`src/rtl/fifo_wr_arb_pkg.sv`:
```
// Shared types and constants for the dsel FIFO write arbiter and its round-robin picker.
package fifo_wr_arb_pkg;

   typedef enum logic [0:0] {ARB_IDLE, ARB_BURST} arb_state_e;

   localparam int unsigned DEF_MAX_BURST  = 8;
   localparam int unsigned DEF_FIFO_LIMIT = 1022;

   // Channel index width, never below 1 so index ports stay non-empty.
   function automatic int unsigned CH_IDW(input int unsigned n);
      return (n > 1) ? $clog2(n) : 1;
   endfunction

endpackage

```
`src/rtl/rr_pick.sv`:
```
// Combinational round-robin selector: first set bit of req searching upward from ptr+1, wrapping.
module rr_pick
   import fifo_wr_arb_pkg::*;
#(
   parameter int unsigned NUM_CH = 4
) (
   input  logic [NUM_CH-1:0]         req,
   input  logic [CH_IDW(NUM_CH)-1:0] ptr,
   output logic [CH_IDW(NUM_CH)-1:0] idx,
   output logic                      found
);

   localparam int unsigned IDW = CH_IDW(NUM_CH);

   logic [IDW-1:0] cand;

   always_comb begin
      idx   = '0;
      found = 1'b0;
      cand  = '0;
      // Walk farthest to nearest so the requester closest after ptr is assigned last and wins.
      for (int unsigned k = NUM_CH; k > 0; k--) begin
         cand = IDW'((32'(ptr) + k) % NUM_CH);
         if (req[cand]) begin
            idx   = cand;
            found = 1'b1;
         end
      end
   end

endmodule

```
`src/rtl/fifo_wr_arbiter.sv`:
```
// Round-robin burst arbiter sharing one sync_fifo write port among NUM_CH requesters.
// Define FIFO_WR_ARB_STAT_EN to add per-channel accepted-beat counters on stat_beats.
module fifo_wr_arbiter
   import fifo_wr_arb_pkg::*;
#(
   parameter int unsigned NUM_CH     = 4,
   parameter int unsigned WIDTH      = 64,
   parameter int unsigned ADDR_WIDTH = 10,
   parameter int unsigned FIFO_LIMIT = DEF_FIFO_LIMIT,
   parameter int unsigned MAX_BURST  = DEF_MAX_BURST
) (
   input  logic                      clk,
   input  logic                      rst_n,
   input  logic [NUM_CH-1:0]         ch_valid,
   input  logic [NUM_CH*WIDTH-1:0]   ch_data,
   output logic [NUM_CH-1:0]         ch_ready,
   input  logic                      fifo_full,
   input  logic [ADDR_WIDTH-1:0]     fifo_cnt,
   output logic                      fifo_wr_en,
   output logic [WIDTH-1:0]          fifo_din,
   output logic [CH_IDW(NUM_CH)-1:0] grant_id,
   output logic                      busy
`ifdef FIFO_WR_ARB_STAT_EN
   ,
   output logic [NUM_CH*32-1:0]      stat_beats
`endif
);

   localparam int unsigned          IDW       = CH_IDW(NUM_CH);
   localparam logic [ADDR_WIDTH-1:0] LIMIT    = ADDR_WIDTH'(FIFO_LIMIT);
   localparam logic [7:0]           LAST_BEAT = 8'(MAX_BURST - 1);

   arb_state_e       state_q, state_d;
   logic [IDW-1:0]   grant_q, grant_d;
   logic [IDW-1:0]   rr_ptr_q, rr_ptr_d;
   logic [7:0]       beat_cnt_q, beat_cnt_d;
   logic             wr_en_q;
   logic [WIDTH-1:0] din_q;

   logic [IDW-1:0]   pick_idx;
   logic             pick_found;
   logic             space_ok;
   logic             g_valid;
   logic             xfer;
   logic [WIDTH-1:0] g_data;

   rr_pick #(
      .NUM_CH (NUM_CH)
   ) u_rr_pick (
      .req   (ch_valid),
      .ptr   (rr_ptr_q),
      .idx   (pick_idx),
      .found (pick_found)
   );

   // FIFO_LIMIT leaves one slot of headroom for the beat already in the write register.
   assign space_ok = !fifo_full && (fifo_cnt < LIMIT);
   assign g_valid  = ch_valid[grant_q];
   assign xfer     = (state_q == ARB_BURST) && g_valid && space_ok;

   always_comb begin
      g_data = '0;
      for (int unsigned i = 0; i < NUM_CH; i++) begin
         if (grant_q == IDW'(i)) begin
            g_data = ch_data[i*WIDTH +: WIDTH];
         end
      end
   end

   always_comb begin
      state_d    = state_q;
      grant_d    = grant_q;
      rr_ptr_d   = rr_ptr_q;
      beat_cnt_d = beat_cnt_q;
      ch_ready   = '0;
      unique case (state_q)
         ARB_IDLE: begin
            if (pick_found) begin
               grant_d    = pick_idx;
               beat_cnt_d = '0;
               state_d    = ARB_BURST;
            end
         end
         ARB_BURST: begin
            ch_ready[grant_q] = space_ok;
            if (xfer) begin
               beat_cnt_d = beat_cnt_q + 8'd1;
            end
            // A full-FIFO stall alone never ends the burst; only the beat limit or a dropped valid.
            if ((xfer && (beat_cnt_q == LAST_BEAT)) || !g_valid) begin
               state_d  = ARB_IDLE;
               rr_ptr_d = grant_q;
            end
         end
         default: state_d = ARB_IDLE;
      endcase
   end

   always_ff @(posedge clk or negedge rst_n) begin
      if (!rst_n) begin
         state_q    <= ARB_IDLE;
         grant_q    <= '0;
         rr_ptr_q   <= IDW'(NUM_CH - 1);
         beat_cnt_q <= '0;
         wr_en_q    <= 1'b0;
         din_q      <= '0;
      end else begin
         state_q    <= state_d;
         grant_q    <= grant_d;
         rr_ptr_q   <= rr_ptr_d;
         beat_cnt_q <= beat_cnt_d;
         wr_en_q    <= xfer;
         if (xfer) begin
            din_q <= g_data;
         end
      end
   end

   assign fifo_wr_en = wr_en_q;
   assign fifo_din   = din_q;
   assign grant_id   = grant_q;
   assign busy       = (state_q == ARB_BURST);

`ifdef FIFO_WR_ARB_STAT_EN
   logic [NUM_CH-1:0][31:0] stat_q;

   always_ff @(posedge clk or negedge rst_n) begin
      if (!rst_n) begin
         stat_q <= '0;
      end else begin
         for (int unsigned i = 0; i < NUM_CH; i++) begin
            if (ch_valid[i] && ch_ready[i]) begin
               stat_q[i] <= stat_q[i] + 32'd1;
            end
         end
      end
   end

   assign stat_beats = stat_q;
`endif

endmodule

```
`config.mk`:
```
export PLATFORM = sky130hd
export DESIGN_NAME = fifo_wr_arbiter
export DESIGN_NICKNAME = d
export VERILOG_FILES = /design/src/rtl/fifo_wr_arb_pkg.sv /design/src/rtl/rr_pick.sv /design/src/rtl/fifo_wr_arbiter.sv
export SDC_FILE = /design/constraint.sdc
export NUM_CORES = 1
export LEC_CHECK = 0
export CORE_AREA = 2 2 134 136
export DETAILED_ROUTE_END_ITERATION = 7
export DIE_AREA = 0 0 136 138
export HOLD_SLACK_MARGIN = 0.12
export PLACE_DENSITY_LB_ADDON = 0.2
export SLEW_MARGIN = 40
export SYNTH_ARGS = -nofsm -noshare
export SYNTH_HDL_FRONTEND = slang
export SYNTH_HIERARCHICAL = 1
export SYNTH_SLANG_ARGS = --single-unit
```
`constraint.sdc`:
```
create_clock -name clk -period 2.38 [get_ports clk]
set_input_delay 0.476 -clock clk [delete_from_list [all_inputs] [get_ports clk]]
set_output_delay 0.476 -clock clk [all_outputs]
set_load 0.05 [all_outputs]
```
# Word level (Yosys, flattened, before mapping)
# Cells that the tools add are included.
[classes] n_eq_ne=6 magnitude_cmp=7 n_bitwise=2 n_addsub=5 muxes=31 reduce_logical=12
[op_table] cell="two-way mux 64 bit" n=4
[op_table] cell="two-way mux 8 bit" n=2
[op_table] cell="case mux 8 bit (2 select lines)" n=1
[op_table] cell="less-than comparator 2 x 3 -> 1 bit, second input constant" n=5
[op_table] cell="two-way mux 1 bit" n=12
[op_table] cell="binary-select mux 1 bit (select 2 bit)" n=5
[op_table] cell="less-than comparator 10 bit, second input constant" n=1
[op_table] cell="adder 8 x 1 -> 8 bit, second input constant" n=1
[op_table] cell="== test 8 x 3 -> 1 bit, second input constant" n=1
[op_table] cell="two-way mux 2 bit" n=4
[op_table] cell="AND reduction 2 bit" n=3
[op_table] cell="logical AND 1 bit" n=5
[op_table] cell="adder 2 x 1 -> 2 bit, second input constant" n=2
[op_table] cell="adder 2 bit, second input constant" n=2
[op_table] cell="bitwise AND 4 bit" n=1
[op_table] cell="== test 2 bit, second input constant" n=2
[op_table] cell="two-way mux 4 bit" n=1
[op_table] cell="demux 1 bit (select 2 bit)" n=1
[op_table] cell="== test 2 x 1 -> 1 bit, second input constant" n=1
[op_table] cell="greater-or-equal comparator 2 x 1 -> 1 bit, second input constant" n=1
[op_table] cell="zero test 1 bit" n=2
[op_table] cell="zero test 2 bit" n=1
[op_table] cell="inequality test 2 x 1 -> 1 bit, second input constant" n=1
[op_table] cell="inequality test 2 bit, second input constant" n=1
[op_table] cell="other kinds (3)" n=3
[totals] input_bits=273 word_cells=69 register_bits=78 output_inout_bits=72

# Depth between registers and ports, before layout
# Gate-level depths: netlist of the first run.
[depth] word_depth=9 depth_mapped=8 depth_no_buf=5

# Modules after synthesis
# Netlist of the first run, hierarchy kept.
[by_module_without_submodules] mod="fifo_wr_arbiter" cells_each=422 area_each_um2=4643.2 seq_area_each_um2=1954.4 n_inst=1
[by_module_without_submodules] mod="rr_pick" cells_each=14 area_each_um2=91.3 seq_area_each_um2=0.0 n_inst=1

# Least setup slack after synthesis of the first run
# No wires, ideal clock.
[synth_path] path_kind="register -> output" start="reg grant_q[0], in the netlist grant_id[0]" end="out ch_ready[1]" required_ns=1.904 path_stages_with_launch=4 arrival_time_ns=2.401 path_slack_ns=-0.497 path_buffers=2 path_cell_list="dfrtp_1 > buf_4 > clkbuf_1 > nor3b_1"
[synth_between] elab_chain_cells=6 elab_cells_between_ends=7 classes_between="2 x order compare; 3 x mux; 1 x bitwise; 1 x reduce/logical"
[synth_lines] item="start, declared" line_no="fifo_wr_arbiter.sv:34" rtl="logic [IDW-1:0] grant_q, grant_d;"
[synth_lines] item="start signal, assigned" line_no="fifo_wr_arbiter.sv:109" rtl="grant_q <= grant_d;"
[synth_lines] item="less-than comparator 2 x 3 -> 1 bit (not written as such) or greater-or-equal comparator 2 x 1 -> 1 bit (tied branches)" line_no="fifo_wr_arbiter.sv:85" rtl="ch_ready[grant_q] = space_ok;"
[synth_lines] item="logical AND 1 bit (not written as such)" line_no="fifo_wr_arbiter.sv:85"
[synth_lines] item="two-way mux 1 bit (not written as such)" line_no="fifo_wr_arbiter.sv:85"
[synth_lines] item="demux 1 bit (select 2 bit) (*)" line_no="fifo_wr_arbiter.sv:85"
[synth_lines] item="bitwise AND 4 bit (no line) (*)"
[synth_lines] item="two-way mux 4 bit (*)" line_no="fifo_wr_arbiter.sv:76" rtl="unique case (state_q)"
[synth_lines] item="end, declared" line_no="fifo_wr_arbiter.sv:16" rtl="output logic [NUM_CH-1:0] ch_ready,"
# Mark *: on every way between the ends. The rest lies on a longest branch, timed or not.

# Final worst setup path of the first run
[layout_path] start="in fifo_full" end="out ch_ready[1]"
[layout_between] elab_chain_cells=4
[layout_lines] item="start, declared" line_no="fifo_wr_arbiter.sv:17" rtl="input logic fifo_full,"
[layout_lines] item="zero test 1 bit" line_no="fifo_wr_arbiter.sv:57" rtl="assign space_ok = !fifo_full && (fifo_cnt < LIMIT);"
[layout_lines] item="logical AND 1 bit" line_no="fifo_wr_arbiter.sv:57"
[layout_lines] item="bitwise AND 4 bit (no line)"
[layout_lines] item="two-way mux 4 bit" line_no="fifo_wr_arbiter.sv:76"
# Every way passes these cells.

==> results of run 1 <==
[routing by layer]
| layer | part of all wire, % | vias to the layer above | global-route usage (%) |
|---|---|---|---|
| li1 | - | 2235 | - |
| met1 | 37 | 2286 | 20.0 |
| met2 | 53 | 190 | 32.8 |
| met3 | 8.1 | 28 | 4.29 |
| met4 | 2.5 | 0 | 7.02 |
| met5 | 0 | - | 0 |
[where the power goes]
part / internal [uW] / total [uW] / switching [uW] / leakage (uW)
sequential: 1920 / 2280 / 355 / 0.000979
combinational: 2760 / 6540 / 3780 / 0.00258
clock: 916 / 1470 / 557 / 0.000145
[state kept, by name, summed over array words and instances, names as in the netlist]
register and cells:
beat_cnt_q 8, busy 1, fifo_din 64, fifo_wr_en 1
grant_id 2, rr_ptr_q 2
[per-stage QoR]
step / hold WS, ps / cells
3_5_place_dp: 402 / 995
6_report: 473 / 1015
3_3_place_gp: 399 / 995
2_1_floorplan: 180 / 436
5_1_grt: 495 / 1015
4_1_cts: 478 / 1013
[placed cells by master (no fill, tap or decap), types with 2 or more instances in the layout]
cell type        Yosys  final
nor3b_2              0      2
nand2_1            209    209
buf_12               0      4
clkdlybuf4s50_1      0    336
or3_1                2      2
o211ai_1             3      3
inv_1                3      3
buf_4                8     23
or4_1                3      3
nand2b_1             3      3
dfstp_2              2      2
buf_6                0      2
a21oi_1              5      5
nor2b_1              2      2
o31ai_1              5      5
clkinvlp_4           0      2
mux4_2              65     65
nand4_1              2      2
nor2_1               2      2
nand3_1              5      5
mux2i_1              2      2
bufinv_16            0      2
dfrtp_1             76     74
clkbuf_16            0      9
[what timing repair did]
| item | 4_1_cts | 5_1_grt |
|---|---|---|
| pin swaps | 0 | 2 |
| setup endpoints to repair | 1 | 4 |
| endpoints found under the hold margin | 20 | 0 |
| hold buffers | 1 | 0 |
| resized for setup | 0 | 3 |
| setup buffers | 2 | 2 |
[critical path, stage by stage]
cell and delay, ps:
clkdlybuf4s50_1 410, nor2b_1 180, o31ai_1 100, buf_4 160, buf_4 140, nor3b_2 180, buf_6 180
[area by class of cell]
| cell class | instances | area share, % |
|---|---|---|
| clock buffers | 10 | 2.59 |
| clock inverters | 5 | 0.947 |
| inverters | 4 | 0.170 |
| multi-input cells | 323 | 29.7 |
| flip-flops and latches | 78 | 22.1 |
| well taps | 229 | 3.24 |
| repair buffers | 366 | 41.2 |
[worst max-delay path by stage]
stage / end / slack, ps / cells after the start
after global placement: ch_ready[3] / 20 / 7
after global routing: ch_ready[1] / 8 / 7
final: ch_ready[1] / 80 / 7
after detailed placement: fifo_din[46]$_DFFE_PN0P_ / -40 / 8
after floorplan: ch_ready[1] / -60 / 3
after CTS: ch_ready[3] / 20 / 7
[cells by family (layout without fill, tap and decap cells)]
kind of cell               count (synthesis)  in the layout  share of synthesized area (%)
AOI/OAI and AO/OA                         20             20                           3.28
muxes                                     69             69                           31.8
DFF                                       78             78                           41.3
adders and majority gates                  1              1                          0.264
and+or+nand+nor                          233            233                           19.6
buffers and inverters                     35            385                           3.73
==> impl_metrics.py, run 1 <==
metrics = {
    "synthesis": {
        "cells_after_synth": 436,
        "synthesis.yosys.warnings": 6,
        "post-synth-top-area-fraction_pct": 40.2,
        "synth_top_cells_by_count": "nand2_1 (209), dfrtp_1 (76), mux4_2 (65)",
        "synth.ff_latch_count": 78,
        "synth.most_common_cell": "nand2_1",
        "async_set_reset_flop_share_out_of_synthesis_pct": 100,
        "synth.top_cells.by_area": "dfrtp_1 (40%), mux4_2 (31%), nand2_1 (17%), buf_2 (1.3%), buf_4 (1.3%)",
        "synth.cell_area_sq_um": 4730,
        "yosysUniqueCellTypes": 34,
        "yosysSeqAreaShare_pct": 41.3,
        "synth.largest_area_cell": "dfrtp_1",
        "post_synth.cell_area_avg_sq_um": 10.9,
        "mappedNetlistNets": 710,
        "synth-edff-count": 0,
        "yosys_most_used_dff": "dfrtp_1",
    },
    "floorplan": {
        "design.portCount": 345,
        "floorplan.die.height_um": 138,
        "die_width_um": 136,
        "number_of_rows_created_at_floorplan": 49,
        "initial_core_util_pct": 27.0,
        "die_area_sq_um": 18800,
        "core_area_sq_um": 17500,
    },
    "worst_setup_path": {
        "cell_count_of_the_worst_reg_to_reg_path": 4,
        "crit_path_start": "fifo_full",
        "critical_path.reg2reg.endpoint": "rr_ptr_q[0]$_DFFE_PN1P_",
        "reg2reg_slack_ps": 310,
        "startpoint_type": "input pin",
        "worst-setup-path-type": "in2out",
        "critical_path_required_ps": 1900,
        "worstReg2RegStart": "beat_cnt_q[3]$_DFFE_PN0P_",
        "end_kind": "output port",
        "critPathMaxFanout": 4,
        "wp_data_arrival_ps": 1820,
    },
    "sta": {
        "period_needed_ps": 2300,
        "finalMaxSlewViolations": 0,
        "setup_total_negative_slack_ps": 0,
        "max_clock_freq_ghz": 0.435,
        "tightest_slew_ps": 573,
        "rsz0062_at_grt": "no",
        "finalClockSkew_ps": 5.83,
        "fin_crit_sh_pct": 96.6,
        "max_slew_margin_pct": 61.7,
        "finalWorstSetupSlack_ps": 79.9,
        "setup_viol": 0,
        "hold_viol": 0,
    },
    "hold_path": {
        "hold_path_depth": 2,
        "worstHoldEndpoint": "fifo_din[38]$_DFFE_PN0P_",
        "min_from": "fifo_din[38]$_DFFE_PN0P_",
        "hold_class": "reg2reg",
    },
    "detailed_routing": {
        "drt_drc_violations_left": 0,
        "routed_via_density": 4.67,
        "route.detailed.wl_per_inst_um": 16.3,
        "drtAntennaViolNets": 0,
        "detail_route.wirelength_um": 16600,
        "drt-initial-drc-count": 218,
        "vias": 4739,
        "drt_pass1_iterations": 4,
    },
    "global_route": {
        "globalRoute.totalOverflow": 0,
        "groute.usage.overall_pct": 18.0,
        "antenna_violations_before_repair": 0,
        "grt_pass1_vias": 5211,
        "grt_start_max_net_pins": 58,
        "first_pass_grt_wire_length_um": 26500,
    },
    "clock_tree": {
        "cts.path.max_buffers": 2,
        "tritoncts.num_buffers": 9,
        "worstSkewPairLatency_ps": 340,
        "clock-root-buffer": "clkbuf_16",
        "cts_max_level": 3,
        "cts_tree": "yes",
        "path_clk_slew_ps": 60,
        "cts_num_sinks": 78,
    },
    "place": {
        "minimum_setup_slack_after_placement_ps": -37.0,
        "detailed_place.area_sq_um": 8490,
        "numPortBuffers": 343,
        "dp_hpwl_um": 13400,
        "place_congestion": 0.829,
    },
    "power": {
        "power-per-cell-area_nw_per_um2": 1160,
        "p_leak_uw": 0.00370,
        "report.power.total_uw": 10300,
        "max-vdd-ir-drop_mv": 0.637,
    },
    "finish": {
        "sequential_cell_area_sq_um": 1960,
        "final_core_util_pct": 50.5,
        "multi_input_comb_area_sq_um": 2630,
        "fillers": 1573,
        "insertedDiodeCount": 0,
        "design_area_sq_um": 8860,
        "finalNetCount": 1056,
        "post_route_cells_drive_above_1_share_pct": 15.4,
        "flow.area_growth_from_synthesis_pct": 87.1,
    },
    "flow_run": {
        "maxCapViolCount": 0,
    },
    "run_status": {
        "outcome": "completed",
    },
}
Power figures use the tool's default switching activity.
==> inputs of run 2 (changes only) <==
CORE_AREA = not set   (was 2 2 134 136)
CORE_ASPECT_RATIO = 0.6   (was not set)
CORE_MARGIN = 1   (was not set)
CORE_UTILIZATION = 32   (was not set)
DIE_AREA = not set   (was 0 0 136 138)
clock period = 2.02 ns   (was 2.38 ns; I/O delays follow)
==> run 2 against run 1 <==
  * Clock power barely moved
  * Utilization rose by 12 points
  * Cell area rose by 1.3%
  * Critical path depth fell by 6
  * Wire length rose by 4.9%
  * Non-clock buffer count rose by 7
  * Highest routed layer is now met5
  * First-iteration DRC count fell by 22%
  * Global-route usage rose by 4.2 points
  * Via count rose by 1.1%
  * Sequential share of layout area fell by 0.28 points
  * Die area fell by 18%
==> impl_metrics.py, run 2 (synthesized netlist as in run 1, its figures left out) <==
metrics = {
    "finish": {
        "layout.cells.most_common": "clkdlybuf4s50_1",
        "design_area_sq_um": 8970,
        "layout.cells.most_common_list": "clkdlybuf4s50_1 (320), nand2_1 (208), dfrtp_1 (73)",
        "largest_reg_flops": 64,
        "fillers": 1205,
        "finalNetCount": 1063,
        "post_route_cells_drive_above_1_share_pct": 17.7,
        "flow.area_growth_from_synthesis_pct": 89.6,
        "insertedDiodeCount": 0,
    },
    "power": {
        "max-vdd-ir-drop_mv": 0.614,
        "p_leak_uw": 0.00383,
        "power-per-cell-area_nw_per_um2": 1370,
    },
    "sta": {
        "finalWorstSetupSlack_ps": 56.3,
        "worst_hold_slack_ps": 472,
        "max_slew_margin_pct": 63.1,
        "rsz0062_at_grt": "no",
        "fin_crit_sh_pct": 97.2,
        "setup_viol": 0,
        "finalClockSkew_ps": 4.57,
        "period_needed_ps": 1960,
        "tightest_slew_ps": 551,
        "max_clock_freq_ghz": 0.509,
        "finalMaxSlewViolations": 0,
        "setup_total_negative_slack_ps": 0,
        "hold_viol": 0,
    },
    "clock_tree": {
        "cts_max_level": 3,
        "cts.path.max_buffers": 2,
        "worstSkewPairLatency_ps": 330,
        "clock-root-buffer": "clkbuf_16",
        "cts_num_sinks": 78,
        "tritoncts.num_buffers": 9,
        "path_clk_slew_ps": 60,
        "cts_tree": "yes",
    },
    "floorplan": {
        "die_area_sq_um": 15300,
        "design.portCount": 345,
        "die_width_um": 159,
        "number_of_rows_created_at_floorplan": 34,
        "floorplan.die.height_um": 96.2,
        "core_area_sq_um": 14500,
        "initial_core_util_pct": 32.7,
    },
    "detailed_routing": {
        "drt-initial-drc-count": 170,
        "routed_via_density": 4.83,
        "route.detailed.wl_per_inst_um": 17.5,
        "drt_drc_violations_left": 0,
        "drtAntennaViolNets": 0,
        "drt_pass1_iterations": 6,
        "detail_route.wirelength_um": 17400,
        "vias": 4791,
    },
    "hold_path": {
        "worstHoldEndpoint": "fifo_din[18]$_DFFE_PN0P_",
        "hold_class": "reg2reg",
        "min_from": "fifo_din[18]$_DFFE_PN0P_",
        "hold_path_depth": 2,
    },
    "worst_setup_path": {
        "critPathMaxFanout": 2,
        "timing.critical_path.buf_inv": 1,
        "critical_path.max_stage_delay_ps": 830,
        "end_kind": "output port",
        "startpoint_type": "register",
        "wp_data_arrival_ps": 1560,
        "worstReg2RegStart": "beat_cnt_q[3]$_DFFE_PN0P_",
        "path_cells": "clkdlybuf4s50_1",
        "reg2reg_slack_ps": 70,
        "family_of_cells_with_the_greatest_summed_delay_on_the_critical_path": "buffers and inverters",
        "critical_path_required_ps": 1620,
        "cell_count_of_the_worst_reg_to_reg_path": 4,
        "critical_path.reg2reg.endpoint": "rr_ptr_q[1]$_DFFE_PN1P_",
        "crit_path_start": "fifo_din[27]$_DFFE_PN0P_",
        "worst-setup-path-type": "reg2out",
        "critical_path.slowest_cell": "clkdlybuf4s50_1",
    },
    "global_route": {
        "groute.usage.overall_pct": 22.2,
        "first_pass_grt_wire_length_um": 25900,
        "grt_start_max_net_pins": 72,
        "grt_pass1_vias": 4973,
        "antenna_violations_before_repair": 1,
        "globalRoute.totalOverflow": 0,
    },
    "place": {
        "detailed_place.area_sq_um": 8530,
        "place_congestion": 0.911,
        "minimum_setup_slack_after_placement_ps": -293,
        "numPortBuffers": 343,
        "dp_hpwl_um": 12900,
    },
    "flow_run": {
        "maxCapViolCount": 0,
    },
    "run_status": {
        "outcome": "completed",
    },
}
run 2: repair_timing:
item / 4_1_cts / 5_1_grt
endpoints found under the setup margin: 4 / 10
cloned: 1 / 1
hold endpoints to repair: 28 / 0
hold buffers: 1 / 0
pin swaps: 6 / 2
setup buffers: 4 / 1
resized for setup: 19 / 5
run 2: worst register-to-register path, cell delays in order, from the launching register on:
cell,delay [ps]
dfrtp_1,380
or4_1,520
or3_1,380
o22ai_1,240
mux2_1,360
run 2: layer usage:
layer	wire, um	vias to the layer above	GRT usage [%]
li1	-	2251	-
met1	6800	2332	25.3
met2	9180	188	41.5
met3	1170	18	6.29
met4	216	2	5.93
met5	13	-	0
run 2: per-stage QoR:
stage	total power (uW)	utilization [%]	instances
after floorplan	7860	-	436
after global placement	10400	59.0	968
after detailed placement	10600	59.0	968
after CTS	12300	61.7	989
after global routing	13000	62.1	991
final	12300	62.1	991
run 2: area by class of cell:
| type | count | area (sq um) | share of cell area [%] |
|---|---|---|---|
| clock inverter | 4 | 22.5 | 0.251 |
| sequential | 78 | 1960 | 21.8 |
| inverter | 4 | 15.0 | 0.167 |
| clock buffer | 11 | 253 | 2.82 |
| multi-input combinational | 323 | 2680 | 29.9 |
| tap | 198 | 248 | 2.76 |
| timing repair buffer | 373 | 3790 | 42.3 |
run 2: worst max path at each step:
stage                                           end  slack (ps)  cells after the start
final                                  fifo_din[27]          60                      1
after CTS                               ch_ready[3]           2                      6
after global placement    beat_cnt_q[1]$_DFFE_PN0P_        -240                      6
after floorplan                         ch_ready[3]          20                      4
after detailed placement   fifo_din[44]$_DFFE_PN0P_        -290                      6
after global routing        rr_ptr_q[1]$_DFFE_PN1P_         0.1                      4
run 2: where the power goes:
part	internal [uW]	switching, uW	total (uW)
Combinational	3480	4610	8080
Sequential	2270	433	2700
Clock	885	609	1490
==> inputs of run 3 (changes only) <==
CAP_MARGIN = 25   (was not set)
SYNTH_HIERARCHICAL = not set   (was 1)
==> run 3 against run 2 <==
  * Total power increased by 7.1%
  * Global-route usage down 0.80 points
  * Sequential share of layout area fell by 0.28 points
  * Critical endpoint is now busy
  * Largest power group unchanged
  * Highest routed layer is now met4
==> impl_metrics.py, run 3 <==
metrics = {
    "detailed_routing": {
        "drt_pass1_iterations": 4,
        "drt_drc_violations_left": 0,
        "routed_via_density": 4.92,
        "route.detailed.wl_per_inst_um": 19.4,
        "vias": 4259,
        "drtAntennaViolNets": 0,
        "detail_route.wirelength_um": 16800,
        "drt-initial-drc-count": 226,
    },
    "worst_setup_path": {
        "startpoint_type": "register",
        "end_kind": "output port",
        "timing.critical_path.buf_inv": 1,
        "path_cells": "clkdlybuf4s50_1",
        "reg2reg_slack_ps": 100,
        "wp_data_arrival_ps": 1570,
        "crit_path_start": "busy$_DFF_PN0_",
        "family_of_cells_with_the_greatest_summed_delay_on_the_critical_path": "buffers and inverters",
        "critical_path.reg2reg.endpoint": "fifo_din[34]$_DFFE_PN0P_",
        "cell_count_of_the_worst_reg_to_reg_path": 5,
        "worst-setup-path-type": "reg2out",
        "critical_path_required_ps": 1620,
        "critical_path.slowest_cell": "clkdlybuf4s50_1",
        "critPathMaxFanout": 6,
        "critical_path.max_stage_delay_ps": 820,
        "worstReg2RegStart": "grant_id[0]$_DFFE_PN0P_",
    },
    "place": {
        "place_congestion": 0.913,
        "placedCellCount": 844,
        "numPortBuffers": 343,
        "dp_hpwl_um": 13000,
    },
    "synthesis": {
        "synthesis.yosys.warnings": 0,
        "synth.largest_area_cell": "dfrtp_1",
        "mappedNetlistNets": 577,
        "synth_top_cells_by_count": "dfrtp_1 (76), mux4_2 (65), mux2_2 (36)",
        "synth.cell_area_sq_um": 4830,
        "yosys_most_used_dff": "dfrtp_1",
        "async_set_reset_flop_share_out_of_synthesis_pct": 100,
        "yosysSeqAreaShare_pct": 40.4,
        "yosysUniqueCellTypes": 35,
        "cells_after_synth": 303,
        "synth-edff-count": 0,
        "post_synth.cell_area_avg_sq_um": 15.9,
        "synth.ff_latch_count": 78,
        "post-synth-top-area-fraction_pct": 39.4,
        "synth.top_cells.by_area": "dfrtp_1 (39%), mux4_2 (30%), mux2_4 (9.3%), mux2_2 (8.4%), clkbuf_1 (1.2%)",
        "synth.most_common_cell": "dfrtp_1",
    },
    "floorplan": {
        "design.portCount": 345,
        "die_width_um": 161,
        "initial_core_util_pct": 33.0,
        "die_area_sq_um": 15600,
        "core_area_sq_um": 14600,
        "number_of_rows_created_at_floorplan": 34,
        "floorplan.die.height_um": 97.2,
    },
    "sta": {
        "worst_hold_slack_ps": 505,
        "setup_total_negative_slack_ps": 0,
        "setup_viol": 0,
        "period_needed_ps": 1980,
        "finalClockSkew_ps": 6.29,
        "hold_viol": 0,
        "finalMaxSlewViolations": 0,
        "tightest_slew_ps": 555,
        "max_slew_margin_pct": 62.9,
        "rsz0062_at_grt": "yes",
        "max_clock_freq_ghz": 0.506,
        "fin_crit_sh_pct": 97.8,
    },
    "global_route": {
        "antenna_violations_before_repair": 0,
        "first_pass_grt_wire_length_um": 25700,
        "globalRoute.totalOverflow": 0,
        "grt_pass1_vias": 4643,
        "grt_start_max_net_pins": 79,
        "groute.usage.overall_pct": 21.4,
    },
    "power": {
        "p_leak_uw": 0.00361,
        "power-per-cell-area_nw_per_um2": 1440,
        "report.power.total_uw": 13100,
        "max-vdd-ir-drop_mv": 0.544,
    },
    "run_status": {
        "outcome": "completed",
    },
    "clock_tree": {
        "tritoncts.num_buffers": 9,
        "cts.path.max_buffers": 2,
        "cts_num_sinks": 78,
        "worstSkewPairLatency_ps": 330,
        "cts_tree": "yes",
        "clock-root-buffer": "clkbuf_16",
        "cts_max_level": 3,
        "path_clk_slew_ps": 60,
    },
    "hold_path": {
        "hold_path_depth": 1,
        "hold_class": "reg2reg",
        "worstHoldEndpoint": "beat_cnt_q[7]$_DFFE_PN0P_",
        "min_from": "beat_cnt_q[7]$_DFFE_PN0P_",
    },
    "finish": {
        "layout.cells.most_common": "clkdlybuf4s50_1",
        "finalNetCount": 937,
        "post_route_cells_drive_above_1_share_pct": 30.4,
        "insertedDiodeCount": 0,
        "flow.area_growth_from_synthesis_pct": 88.3,
        "layout.cells.most_common_list": "clkdlybuf4s50_1 (321), dfrtp_1 (73), mux4_2 (65)",
        "largest_reg_flops": 64,
        "instances_no_fill": 866,
    },
    "flow_run": {
        "maxCapViolCount": 0,
    },
}
==> run 3: cell type report <==
class,instances,area [sq um]
fillers,1162,5530
clock buffers,12,246
multi-input cells,195,2800
clock inverters,4,55.1
inverters,5,21.3
repair buffers,374,3770
well taps,198,248
flip-flops and latches,78,1960
==> run 3: cell families after synthesis <==
kind of cell    synth area share, %
simple gates                   4.17
buf+inv                        3.13
mux                            48.8
compound gates                 3.16
fa+ha+maj                     0.259
flops                          40.4
==> run 3: metal layers <==
| metal | GRT usage [%] | up-vias | share of wire (%) |
|---|---|---|---|
| met5 | 0 | - | 0 |
| met4 | 3.44 | 0 | 0.68 |
| met3 | 5.80 | 10 | 7.4 |
| met2 | 39.2 | 185 | 53 |
| met1 | 25.4 | 2128 | 39 |
| li1 | - | 1936 | - |
==> run 3: power by group <==
part | leakage (uW) | internal (uW) | switching [uW]
clock network | 0.000143 | 999 | 636
logic | 0.00253 | 4140 | 4570
registers | 0.000930 | 2340 | 460
==> run 3: worst max path at each step <==
stage / to / slack, ps / cells after the start
finish: busy / 40 / 1
global route: ch_ready[2] / -2 / 5
CTS: ch_ready[1] / 3 / 3
detailed placement: ch_ready[1] / -380 / 6
global placement: ch_ready[1] / -400 / 6
floorplan: fifo_din[23]$_DFFE_PN0P_ / -90 / 7
==> run 3: per-stage QoR <==
stage	util (%)	worst slack, ps	instance area (sq um)
3_3_place_gp	59.3	-403	8680
2_1_floorplan	-	-91.9	4880
5_1_grt	62.2	-2.45	9100
3_5_place_dp	59.3	-379	8680
4_1_cts	62.0	3.20	9070
6_report	62.2	44.7	9100
==> run 3: repair_timing <==
action                     4_1_cts  5_1_grt
setup endpoints to repair        4        2
hold buffers                     1        0
pin swaps                        4        0
gates resized for setup         24        1
cloned                           0        1
setup buffers                    4        0
hold endpoints to repair        23        0
